**src/rtl/bmem_rd_streamer_if.sv**
```systemverilog
// Memory-port and output-stream bundle for bmem_rd_streamer.
// master = streamer side; slave = memory/sink side.
interface bmem_rd_streamer_if #(
    parameter int ADDR_WIDTH = 10,
    parameter int DATA_WIDTH = 32
);
    logic                  MEM_EN;
    logic [ADDR_WIDTH-1:0] MEM_ADDR;
    logic [DATA_WIDTH-1:0] MEM_DO;
    logic [DATA_WIDTH-1:0] M_TDATA;
    logic                  M_TVALID;
    logic                  M_TREADY;
    logic                  M_TLAST;

    modport master (
        output MEM_EN, MEM_ADDR, M_TDATA, M_TVALID, M_TLAST,
        input  MEM_DO, M_TREADY
    );

    modport slave (
        input  MEM_EN, MEM_ADDR, M_TDATA, M_TVALID, M_TLAST,
        output MEM_DO, M_TREADY
    );
endinterface

```
**src/rtl/bmem_rd_streamer.sv**
```systemverilog
// Streams LEN words from block-memory port B onto a valid/ready stream through a credit-controlled skid FIFO.
// Optional feature macro: BMEM_RD_ABORT_EN adds an ABORT input and a FLUSH state.
module bmem_rd_streamer #(
    parameter int ADDR_WIDTH = 10,
    parameter int DATA_WIDTH = 32,
    parameter int RD_LAT     = 2,
    parameter int FIFO_DEPTH = 4
) (
    input  logic                  CLKA,
    input  logic                  RSTB,
    input  logic                  START,
    input  logic [ADDR_WIDTH-1:0] BASE_ADDR,
    input  logic [ADDR_WIDTH:0]   LEN,
`ifdef BMEM_RD_ABORT_EN
    input  logic                  ABORT,
`endif
    output logic                  BUSY,
    output logic                  DONE,
    bmem_rd_streamer_if.master    bus
);
    localparam int PTR_W = $clog2(FIFO_DEPTH);
    localparam int CNT_W = PTR_W + 1;
    localparam logic [ADDR_WIDTH:0] LEN_ONE = 1;

`ifdef BMEM_RD_ABORT_EN
    typedef enum logic [1:0] {S_IDLE, S_RUN, S_DRAIN, S_FLUSH} state_t;
`else
    typedef enum logic [1:0] {S_IDLE, S_RUN, S_DRAIN} state_t;
`endif

    state_t                state_q, state_d;
    logic                  done_q, done_d;
    logic [ADDR_WIDTH-1:0] addr_q;
    logic [ADDR_WIDTH:0]   remain_q, len_q, beat_q;
    logic [RD_LAT-1:0]     tag_q;
    logic [DATA_WIDTH-1:0] fifo_mem [FIFO_DEPTH];
    logic [PTR_W-1:0]      wr_ptr_q, rd_ptr_q;
    logic [CNT_W-1:0]      count_q;
    logic [7:0]            inflight;
    logic                  credit_ok, issue, push, pop, fifo_valid, last_beat, abort_w;

    // Credit counts reads still in the memory pipe, so the FIFO can never overflow.
    always_comb begin
        inflight = '0;
        for (int i = 0; i < RD_LAT; i++) begin
            inflight = inflight + {7'b0, tag_q[i]};
        end
    end

    assign credit_ok  = (inflight + 8'(count_q)) < 8'(FIFO_DEPTH);
    assign issue      = (state_q == S_RUN) && credit_ok && !abort_w;
    assign fifo_valid = (count_q != '0);
    assign pop        = fifo_valid && bus.M_TREADY;
    assign last_beat  = fifo_valid && (beat_q == len_q - LEN_ONE);

`ifdef BMEM_RD_ABORT_EN
    logic [2:0] flush_cnt_q;

    assign abort_w = ABORT && ((state_q == S_RUN) || (state_q == S_DRAIN));
    assign push    = tag_q[RD_LAT-1] && !abort_w && (state_q != S_FLUSH);

    always_ff @(posedge CLKA) begin
        if (!RSTB) begin
            flush_cnt_q <= '0;
        end else if (abort_w) begin
            flush_cnt_q <= 3'(RD_LAT);
        end else if (state_q == S_FLUSH) begin
            flush_cnt_q <= flush_cnt_q - 3'd1;
        end
    end
`else
    assign abort_w = 1'b0;
    assign push    = tag_q[RD_LAT-1];
`endif

    always_ff @(posedge CLKA) begin
        if (!RSTB) begin
            state_q <= S_IDLE;
            done_q  <= 1'b0;
        end else begin
            state_q <= state_d;
            done_q  <= done_d;
        end
    end

    always_comb begin
        state_d = state_q;
        done_d  = 1'b0;
        case (state_q)
            S_IDLE: begin
                if (START) begin
                    if (LEN == '0) done_d  = 1'b1;
                    else           state_d = S_RUN;
                end
            end
            S_RUN: begin
                if (issue && (remain_q == LEN_ONE)) state_d = S_DRAIN;
            end
            S_DRAIN: begin
                if (pop && last_beat) begin
                    state_d = S_IDLE;
                    done_d  = 1'b1;
                end
            end
`ifdef BMEM_RD_ABORT_EN
            S_FLUSH: begin
                if (flush_cnt_q == 3'd1) state_d = S_IDLE;
            end
`endif
            default: state_d = S_IDLE;
        endcase
`ifdef BMEM_RD_ABORT_EN
        if (abort_w) begin
            state_d = S_FLUSH;
            done_d  = 1'b0;
        end
`endif
    end

    // Valid tags mirror the memory read pipeline; the oldest one marks MEM_DO as live.
    always_ff @(posedge CLKA) begin
        if (!RSTB) tag_q[0] <= 1'b0;
        else       tag_q[0] <= issue;
    end

    generate
        for (genvar gi = 1; gi < RD_LAT; gi++) begin : g_tag
            always_ff @(posedge CLKA) begin
                if (!RSTB) tag_q[gi] <= 1'b0;
                else       tag_q[gi] <= tag_q[gi-1];
            end
        end
    endgenerate

    always_ff @(posedge CLKA) begin
        if (!RSTB) begin
            addr_q   <= '0;
            remain_q <= '0;
            len_q    <= '0;
            beat_q   <= '0;
        end else begin
            if ((state_q == S_IDLE) && START) begin
                addr_q   <= BASE_ADDR;
                remain_q <= LEN;
                len_q    <= LEN;
                beat_q   <= '0;
            end else begin
                if (issue) begin
                    addr_q   <= addr_q + ADDR_WIDTH'(1);
                    remain_q <= remain_q - LEN_ONE;
                end
                if (pop) beat_q <= beat_q + LEN_ONE;
            end
        end
    end

    always_ff @(posedge CLKA) begin
        if (!RSTB || abort_w) begin
            wr_ptr_q <= '0;
            rd_ptr_q <= '0;
            count_q  <= '0;
        end else begin
            if (push) wr_ptr_q <= wr_ptr_q + PTR_W'(1);
            if (pop)  rd_ptr_q <= rd_ptr_q + PTR_W'(1);
            case ({push, pop})
                2'b10:   count_q <= count_q + CNT_W'(1);
                2'b01:   count_q <= count_q - CNT_W'(1);
                default: count_q <= count_q;
            endcase
        end
    end

    always_ff @(posedge CLKA) begin
        if (push) fifo_mem[wr_ptr_q] <= bus.MEM_DO;
    end

    assign BUSY         = (state_q != S_IDLE);
    assign DONE         = done_q;
    assign bus.MEM_EN   = issue;
    assign bus.MEM_ADDR = addr_q;
    assign bus.M_TVALID = fifo_valid;
    assign bus.M_TDATA  = fifo_valid ? fifo_mem[rd_ptr_q] : '0;
    assign bus.M_TLAST  = last_beat;
endmodule

```
**src/flat_wrapper.sv**
```systemverilog
// flat-port wrapper written by rule: the top's interface ports become plain ports
module bmem_rd_streamer_flat 
#(
    parameter int ADDR_WIDTH = 10,
    parameter int DATA_WIDTH = 32,
    parameter int RD_LAT     = 2,
    parameter int FIFO_DEPTH = 4
)
  (CLKA, RSTB, START, BASE_ADDR, LEN, BUSY, DONE, bus_MEM_EN, bus_MEM_ADDR, bus_M_TDATA, bus_M_TVALID, bus_M_TLAST, bus_MEM_DO, bus_M_TREADY);
  bmem_rd_streamer_if #(.ADDR_WIDTH(ADDR_WIDTH), .DATA_WIDTH(DATA_WIDTH)) bus_i ();
  input  logic CLKA;
  input  logic RSTB;
  input  logic START;
  input  logic [ADDR_WIDTH-1:0] BASE_ADDR;
  input  logic [ADDR_WIDTH:0] LEN;
  output logic BUSY;
  output logic DONE;
  output wire logic [$bits(bus_i.MEM_EN)-1:0] bus_MEM_EN;
  output wire logic [$bits(bus_i.MEM_ADDR)-1:0] bus_MEM_ADDR;
  output wire logic [$bits(bus_i.M_TDATA)-1:0] bus_M_TDATA;
  output wire logic [$bits(bus_i.M_TVALID)-1:0] bus_M_TVALID;
  output wire logic [$bits(bus_i.M_TLAST)-1:0] bus_M_TLAST;
  input wire logic [$bits(bus_i.MEM_DO)-1:0] bus_MEM_DO;
  input wire logic [$bits(bus_i.M_TREADY)-1:0] bus_M_TREADY;
  assign bus_MEM_EN = bus_i.MEM_EN;
  assign bus_MEM_ADDR = bus_i.MEM_ADDR;
  assign bus_M_TDATA = bus_i.M_TDATA;
  assign bus_M_TVALID = bus_i.M_TVALID;
  assign bus_M_TLAST = bus_i.M_TLAST;
  assign bus_i.MEM_DO = bus_MEM_DO;
  assign bus_i.M_TREADY = bus_M_TREADY;
  bmem_rd_streamer #(.ADDR_WIDTH(ADDR_WIDTH), .DATA_WIDTH(DATA_WIDTH), .RD_LAT(RD_LAT), .FIFO_DEPTH(FIFO_DEPTH)) u_core (.CLKA(CLKA), .RSTB(RSTB), .START(START), .BASE_ADDR(BASE_ADDR), .LEN(LEN), .BUSY(BUSY), .DONE(DONE), .bus(bus_i));
endmodule
```
**config.mk**
```make
export PLATFORM = sky130hd
export DESIGN_NAME = bmem_rd_streamer_flat
export DESIGN_NICKNAME = d
export VERILOG_FILES = /design/src/rtl/bmem_rd_streamer_if.sv /design/src/rtl/bmem_rd_streamer.sv /design/src/flat_wrapper.sv
export SDC_FILE = /design/constraint.sdc
export NUM_CORES = 1
export LEC_CHECK = 0
export BUFFER_PORTS_ARGS = -buffer_cell sky130_fd_sc_hd__clkbuf_2
export CAP_MARGIN = 5
export CORE_MARGIN = 10
export CORE_UTILIZATION = 60
export CTS_BUF_LIST = sky130_fd_sc_hd__clkbuf_4 sky130_fd_sc_hd__clkbuf_8
export DETAILED_ROUTE_END_ITERATION = 16
export PLACE_DENSITY_LB_ADDON = 0.1
export SKIP_CTS_REPAIR_TIMING = 1
export SLEW_MARGIN = 20
export SYNTH_ARGS = -nofsm -noshare
export SYNTH_HDL_FRONTEND = slang
export SYNTH_SLANG_ARGS = --single-unit
```
**constraint.sdc**
```tcl
create_clock -name CLKA -period 5 [get_ports CLKA]
set_input_delay 0.25 -clock CLKA [delete_from_list [all_inputs] [get_ports CLKA]]
set_output_delay 0.25 -clock CLKA [all_outputs]
set_load 0.005 [all_outputs]
```
### Yosys cells after proc, flatten, opt, wreduce, memory -nomap -nowiden

Memory sizes are Yosys's and may differ from the RTL's. A register that Yosys moved wholly into a read port is not among the register bits.
Index checks and enable logic that the tools add are counted.

| storage, ports and cells | value |
|---|---|
| register bits | 55 |
| memory bits (writable) | 128 |
| input bits | 57 |
| output and inout port bits | 47 |
| logic and storage cells | 67 |
| memories | 1 |

| operators by class | value |
|---|---|
| add/subtract/negate cells | 10 |
| $lt $le $gt $ge | 1 |
| equality and inequality tests | 10 |
| muxes and demuxes | 19 |
| bitwise gates (word level) | 1 |
| reductions and logical operators | 14 |

Memories:

| memory | depth | bits a word | rd ports | clocked after memory_dff | write ports | line | RTL |
|---|---|---|---|---|---|---|---|
| u_core.fifo_mem | 4 | 32 | 1 | 1 | 1 | bmem_rd_streamer.sv:36 | `logic [DATA_WIDTH-1:0] fifo_mem [FIFO_DEPTH];` |

Operators by type and width:

| kind | count |
|---|---|
| 2-to-1 mux 32 bit | 1 |
| 2-to-1 mux 11 bit | 2 |
| subtractor 11 x 1 -> 11 bit (second input constant) | 2 |
| 2-to-1 mux 10 bit | 2 |
| 2-to-1 mux 2 bit | 6 |
| adder 11 x 1 -> 11 bit (second input constant) | 1 |
| equality test 11 x 1 -> 1 bit (second input constant) | 1 |
| equality test 11 bit | 1 |
| logical NOT 11 bit | 1 |
| adder 10 x 1 -> 10 bit (second input constant) | 1 |
| adder 8 x 3 -> 8 bit | 1 |
| less-than comparator 8 x 3 -> 1 bit (second input constant) | 1 |
| logical AND 1 bit | 6 |
| inequality test 2 bit (second input constant) | 3 |
| one-hot mux 2 bit (3 select lines) | 1 |
| one-hot mux 3 bit (2 select lines) | 1 |
| nonzero test 2 bit | 3 |
| 2-to-1 mux 1 bit | 5 |
| adder 2 x 1 -> 2 bit (second input constant) | 2 |
| equality test 2 x 1 -> 1 bit (second input constant) | 2 |
| equality test 2 bit (second input constant) | 2 |
| AND reduction 4 bit | 1 |
| adder 3 x 1 -> 3 bit (second input constant) | 1 |
| nonzero test 3 bit | 1 |
| other kinds (7) | 7 |

### Logic depth before layout (Yosys ltp)

| depth | value |
|---|---|
| depth after elaboration | 7 |
| mapped depth | 10 |
| depth with buffers taken out | 9 |

### Least setup slack after synthesis

Ideal clock, no wire load.

| timing | value |
|---|---|
| path kind | reg-to-reg |
| start point | reg u_core.tag_q[1] (netlist: u_core.push) |
| end point | reg u_core.remain_q[9] |
| library setup time | 91 ps |
| data arrival time | 2,170 ps |
| data required time | 4,909 ps |
| setup slack | 2,739 ps |
| cell stages (with the launch flop) | 9 |
| path buffers | 0 |
| period minus slack after synthesis | 2,261 ps |
| cell sequence | dfxtp_1 -> ha_1 -> ha_1 -> or4b_1 -> a31o_4 -> clkinv_2 -> nand3b_4 -> or3_1 -> a311oi_1 |

| between the ends | value |
|---|---|
| longest elaborated chain between the ends | 5 |

Ends and longest elaborated chain:

| item | line | RTL |
|---|---|---|
| start: declaration | bmem_rd_streamer.sv:35 | `logic [RD_LAT-1:0] tag_q;` |
| start signal: indexed assignment | bmem_rd_streamer.sv:130 | `else tag_q[gi] <= tag_q[gi-1];` |
| adder 1 x 1 -> 2 bit | bmem_rd_streamer.sv:46 | `inflight = inflight + {7'b0, tag_q[i]};` |
| adder 8 x 3 -> 8 bit | bmem_rd_streamer.sv:50 | `assign credit_ok = (inflight + 8'(count_q)) < 8'(FIFO_DEPTH);` |
| less-than comparator 8 x 3 -> 1 bit | bmem_rd_streamer.sv:50 |  |
| logical AND 1 bit | bmem_rd_streamer.sv:51 | `assign issue = (state_q == S_RUN) && credit_ok && !abort_w;` |
| nonzero test 2 bit (no source line) | - |  |
| end signal: assignment | bmem_rd_streamer.sv:150 | `remain_q <= remain_q - LEN_ONE;` |
| end: declaration | bmem_rd_streamer.sv:34 | `logic [ADDR_WIDTH:0] remain_q, len_q, beat_q;` |

Every way passes these cells.
A chain may end at the register's enable or synchronous reset.

### Final worst setup path

| timing | value |
|---|---|
| start point | reg u_core.count_q[0] |
| end point | out bus_M_TLAST |

| between the ends | value |
|---|---|
| longest elaborated chain between the ends | 2 |

Ends and longest elaborated chain:

| item | line | RTL |
|---|---|---|
| start: declaration | bmem_rd_streamer.sv:38 | `logic [CNT_W-1:0] count_q;` |
| start signal: assignment | bmem_rd_streamer.sv:166 | `2'b10: count_q <= count_q + CNT_W'(1);` |
| start signal: assignment | bmem_rd_streamer.sv:167 | `2'b01: count_q <= count_q - CNT_W'(1);` |
| start signal: assignment | bmem_rd_streamer.sv:168 | `default: count_q <= count_q;` |
| nonzero test 3 bit | bmem_rd_streamer.sv:52 | `assign fifo_valid = (count_q != '0);` |
| logical AND 1 bit | bmem_rd_streamer.sv:54 | `assign last_beat = fifo_valid && (beat_q == len_q - LEN_ONE);` |
| end: declaration | flat_wrapper.sv:22 | `output wire logic [$bits(bus_i.M_TLAST)-1:0] bus_M_TLAST;` |

Every way passes these cells.

==> results.json <==
{
  "ys_ff_latch": 185,
  "postSynthCellCount": 561,
  "tightest_slew_ns": 1.02,
  "startpoint_type": "flip-flop",
  "synth.top_cell.area_share_pct": 49.5,
  "period_share_pct": 64.3,
  "rsz0062_at_grt": "no",
  "row_count": 41,
  "antenna_found_initial": 0,
  "placed_cell_area_sq_um": 8430,
  "hold_depth": 1,
  "crit_fanout": 34,
  "cts_buffers": 17,
  "criticalPathCategory": "flip-flop to primary output",
  "start_util_pct": 61.5,
  "place_inst": 816,
  "cts_tree": "done",
  "finalHoldViolations": 0,
  "clk_pin_slew_ns": 0.09,
  "peakVddDrop_mv": 0.185,
  "via_count": 4914,
  "cts_buffer_depth": 2,
  "globalplace.congestion": 0.876,
  "cts_num_sinks": 185,
  "die-width_um": 134,
  "p_int_uw": 2450,
  "worst_hold_path_type": "primary input to flip-flop",
  "area_delta_synth_final_pct": 16.1,
  "finalSetupViolCount": 0,
  "synth_fp_nets": 631,
  "p_leak_uw": 0.00323,
  "vias_per_cell": 5.69,
  "drtAntennaViolNets": 0,
  "arrival_ns": 2.97,
  "total_power_uw": 3250,
  "status": "completed",
  "reg2reg_depth": 8,
  "synthTopCellsByArea": "edfxtp_1 50%, dfxtp_1 15%, mux4_2 9.3%, and2_1 3.1%, nand2_1 2.3%",
  "fmax_ghz": 0.311,
  "final.setup.tns_ns": 0,
  "syn_avg_cell_area_sq_um": 13.8,
  "drt_iter0_markers": 363,
  "rrSetupSlack_ns": 2.38,
  "yosys.area.top_type": "edfxtp_1",
  "critPathSlowestCell": "inv_1",
  "crit_chain": "nor3_1 > inv_1 > o2111ai_1 > nor4_2 > nand2_1 > a31oi_1 > clkbuf_2",
  "async_reset_ff_share_pct": 0,
  "slew_headroom_pct": 32.0,
  "endpoint_kind": "primary output",
  "design.die.area_sq_um": 17900,
  "fin_cells": 863,
  "worstReg2RegEnd": "u_core.remain_q[9]",
  "cts_root_buffer": "clkbuf_8",
  "dr.pass1.iters": 5,
  "clk-insertion-delay-late_ns": 0.46,
  "grtUsageTotal_pct": 18.1,
  "cap_violations": 0,
  "core_area_sq_um": 12600,
  "synthesis.area_sq_um": 7760,
  "fin_crit_ns": 3.22,
  "max_stage_delay_ns": 0.75,
  "filler_cell_count": 875,
  "port_buffers": 103,
  "wl_per_cell_um": 18.5,
  "remaining_drc_errors": 0,
  "layout.nets": 749,
  "ys_warn_count": 0,
  "grt_pass1_vias": 5077,
  "p_sw_uw": 803,
  "ioPinCount": 104,
  "grt_first_pass_wirelength_um": 25700,
  "hpwl_um": 10700,
  "yosysMostFrequentCell": "edfxtp_1",
  "critPathRequiredTime_ns": 4.75,
  "synth_flop_cell": "edfxtp_1",
  "power_frac_seq_pct": 53.1,
  "synth_edf_count": 128,
  "grt_max_degree": 35,
  "final_max_slew_viol_count": 0,
  "min_from": "bus_MEM_DO[18]",
  "combPwrFrac_pct": 14.6,
  "r2r-start": "u_core.push",
  "seq_area_sq_um": 4990,
  "multi_input_area_sq_um": 2620,
  "synthDistinctLibCells": 47,
  "powerDensity_nw_per_um2": 361,
  "postLayoutCellArea_sq_um": 9000,
  "fin_skew_ns": 0.00990,
  "diodes": 0,
  "die-height_um": 134,
  "drive_gt1_share_pct": 26.0,
  "min_to": "u_core.fifo_mem[0][18]",
  "seq_area_frac_synth_pct": 64.3,
  "yosys-top-cells-count": "128 x edfxtp_1, 57 x dfxtp_1, 47 x nand2_1",
  "sw_frac_of_total_pct": 24.7,
  "p_clk_share_pct": 32.3,
  "htree_num_levels": 4,
  "grt_overflow_total": 0,
  "drt_wl_total_um": 16000
}
how the worst max path moves through the flow:
| stage | from | endpoint | slack [ns] | cells past startpoint |
|---|---|---|---|---|
| 2_1_floorplan | u_core.push | u_core.remain_q[9] | 2.74 | 8 |
| 3_3_place_gp | u_core.count_q[0] | bus_M_TLAST | 2.28 | 7 |
| 3_5_place_dp | u_core.count_q[0] | bus_M_TLAST | 2.25 | 7 |
| 4_1_cts | u_core.count_q[0] | bus_M_TLAST | 1.74 | 7 |
| 5_1_grt | u_core.count_q[0] | bus_M_TLAST | 1.56 | 7 |
| 6_report | u_core.count_q[0] | bus_M_TLAST | 1.78 | 7 |
kinds of logic (layout without fill, tap and decap cells):
logic type                 count (synthesis)  count (layout)  share of synthesized area [%]
xor gates and xnor gates                  33              33                           3.73
buffers and inverters                     39             169                           1.98
and+or+nand+nor                          179             179                           12.1
DFF                                      185             185                           64.3
AOI/OAI and AO/OA                         77              77                           6.06
muxes                                     35              35                           9.68
adders and majority gates                 13              13                           2.19
metal layers:
metal	global-route usage [%]	vias to the layer above	wire, um
met4	7.62	0	304
met5	0	-	0
met1	22.8	2415	6980
met2	29.0	146	7920
met3	4.70	27	788
li1	-	2326	-
worst max-delay path, delay by kind of cell, from the launching register on:
| family | cells | cell delay (ns) |
|---|---|---|
| buffers and inverters | 2 | 0.91 |
| AOI/OAI and AO/OA | 2 | 0.54 |
| DFF | 1 | 0.40 |
| and+or+nand+nor | 3 | 0.64 |
metrics by stage:
step | util, % | setup WS [ns] | hold slack [ns]
after floorplan | - | 2.74 | 0.349
after detailed placement | 66.8 | 2.25 | 0.460
final | 71.4 | 1.78 | 0.0102
after CTS | 70.1 | 1.74 | -0.0158
after global placement | 66.8 | 2.28 | 0.450
after global routing | 71.4 | 1.56 | 0.000326
registers in the layout, summed over array words and instances (netlist names), 2 cells and up, named ones only:
name / cells
u_core.fifo_mem: 128
u_core.beat_q: 11
u_core.len_q: 11
u_core.remain_q: 11
u_core.bus.MEM_ADDR: 10
u_core.count_q: 3
u_core.rd_ptr_q: 2
u_core.state_q: 2
u_core.wr_ptr_q: 2
cell usage in the layout (no fill, tap or decap), types with 3 or more instances in the layout:
master / count
a211oi_1: 7
a21oi_1: 31
a311oi_1: 3
a31oi_1: 8
and2_1: 35
and2_2: 4
and3_1: 7
buf_4: 3
bufinv_16: 4
clkbuf_2: 103
clkbuf_8: 17
clkinv_2: 3
clkinvlp_4: 3
dfxtp_1: 55
dlygate4sd3_1: 16
edfxtp_1: 128
ha_1: 12
inv_1: 15
mux2i_1: 3
mux4_2: 32
nand2_1: 47
nand3_1: 9
nand4_1: 5
nor2_1: 39
nor3_1: 9
nor4_1: 4
o21ai_0: 17
or3_1: 6
xnor2_1: 17
xor2_1: 16
power groups by stage:
stage	registers [uW]	logic, uW	clock network [uW]
final	1730	475	1050
after global routing	1730	529	1120
after CTS	1730	471	1060
after detailed placement	1760	470	0
after global placement	1760	458	0
after floorplan	1740	316	0
cell type report:
type	instances	share of cell area, %
Sequential cell	185	55.4
Multi-Input combinational cell	337	29.1
Inverter	16	0.681
Tap cell	172	2.39
Clock inverter	13	1.97
Timing Repair Buffer	122	7.75
Clock buffer	18	2.68
Power figures use the tool's default switching activity.
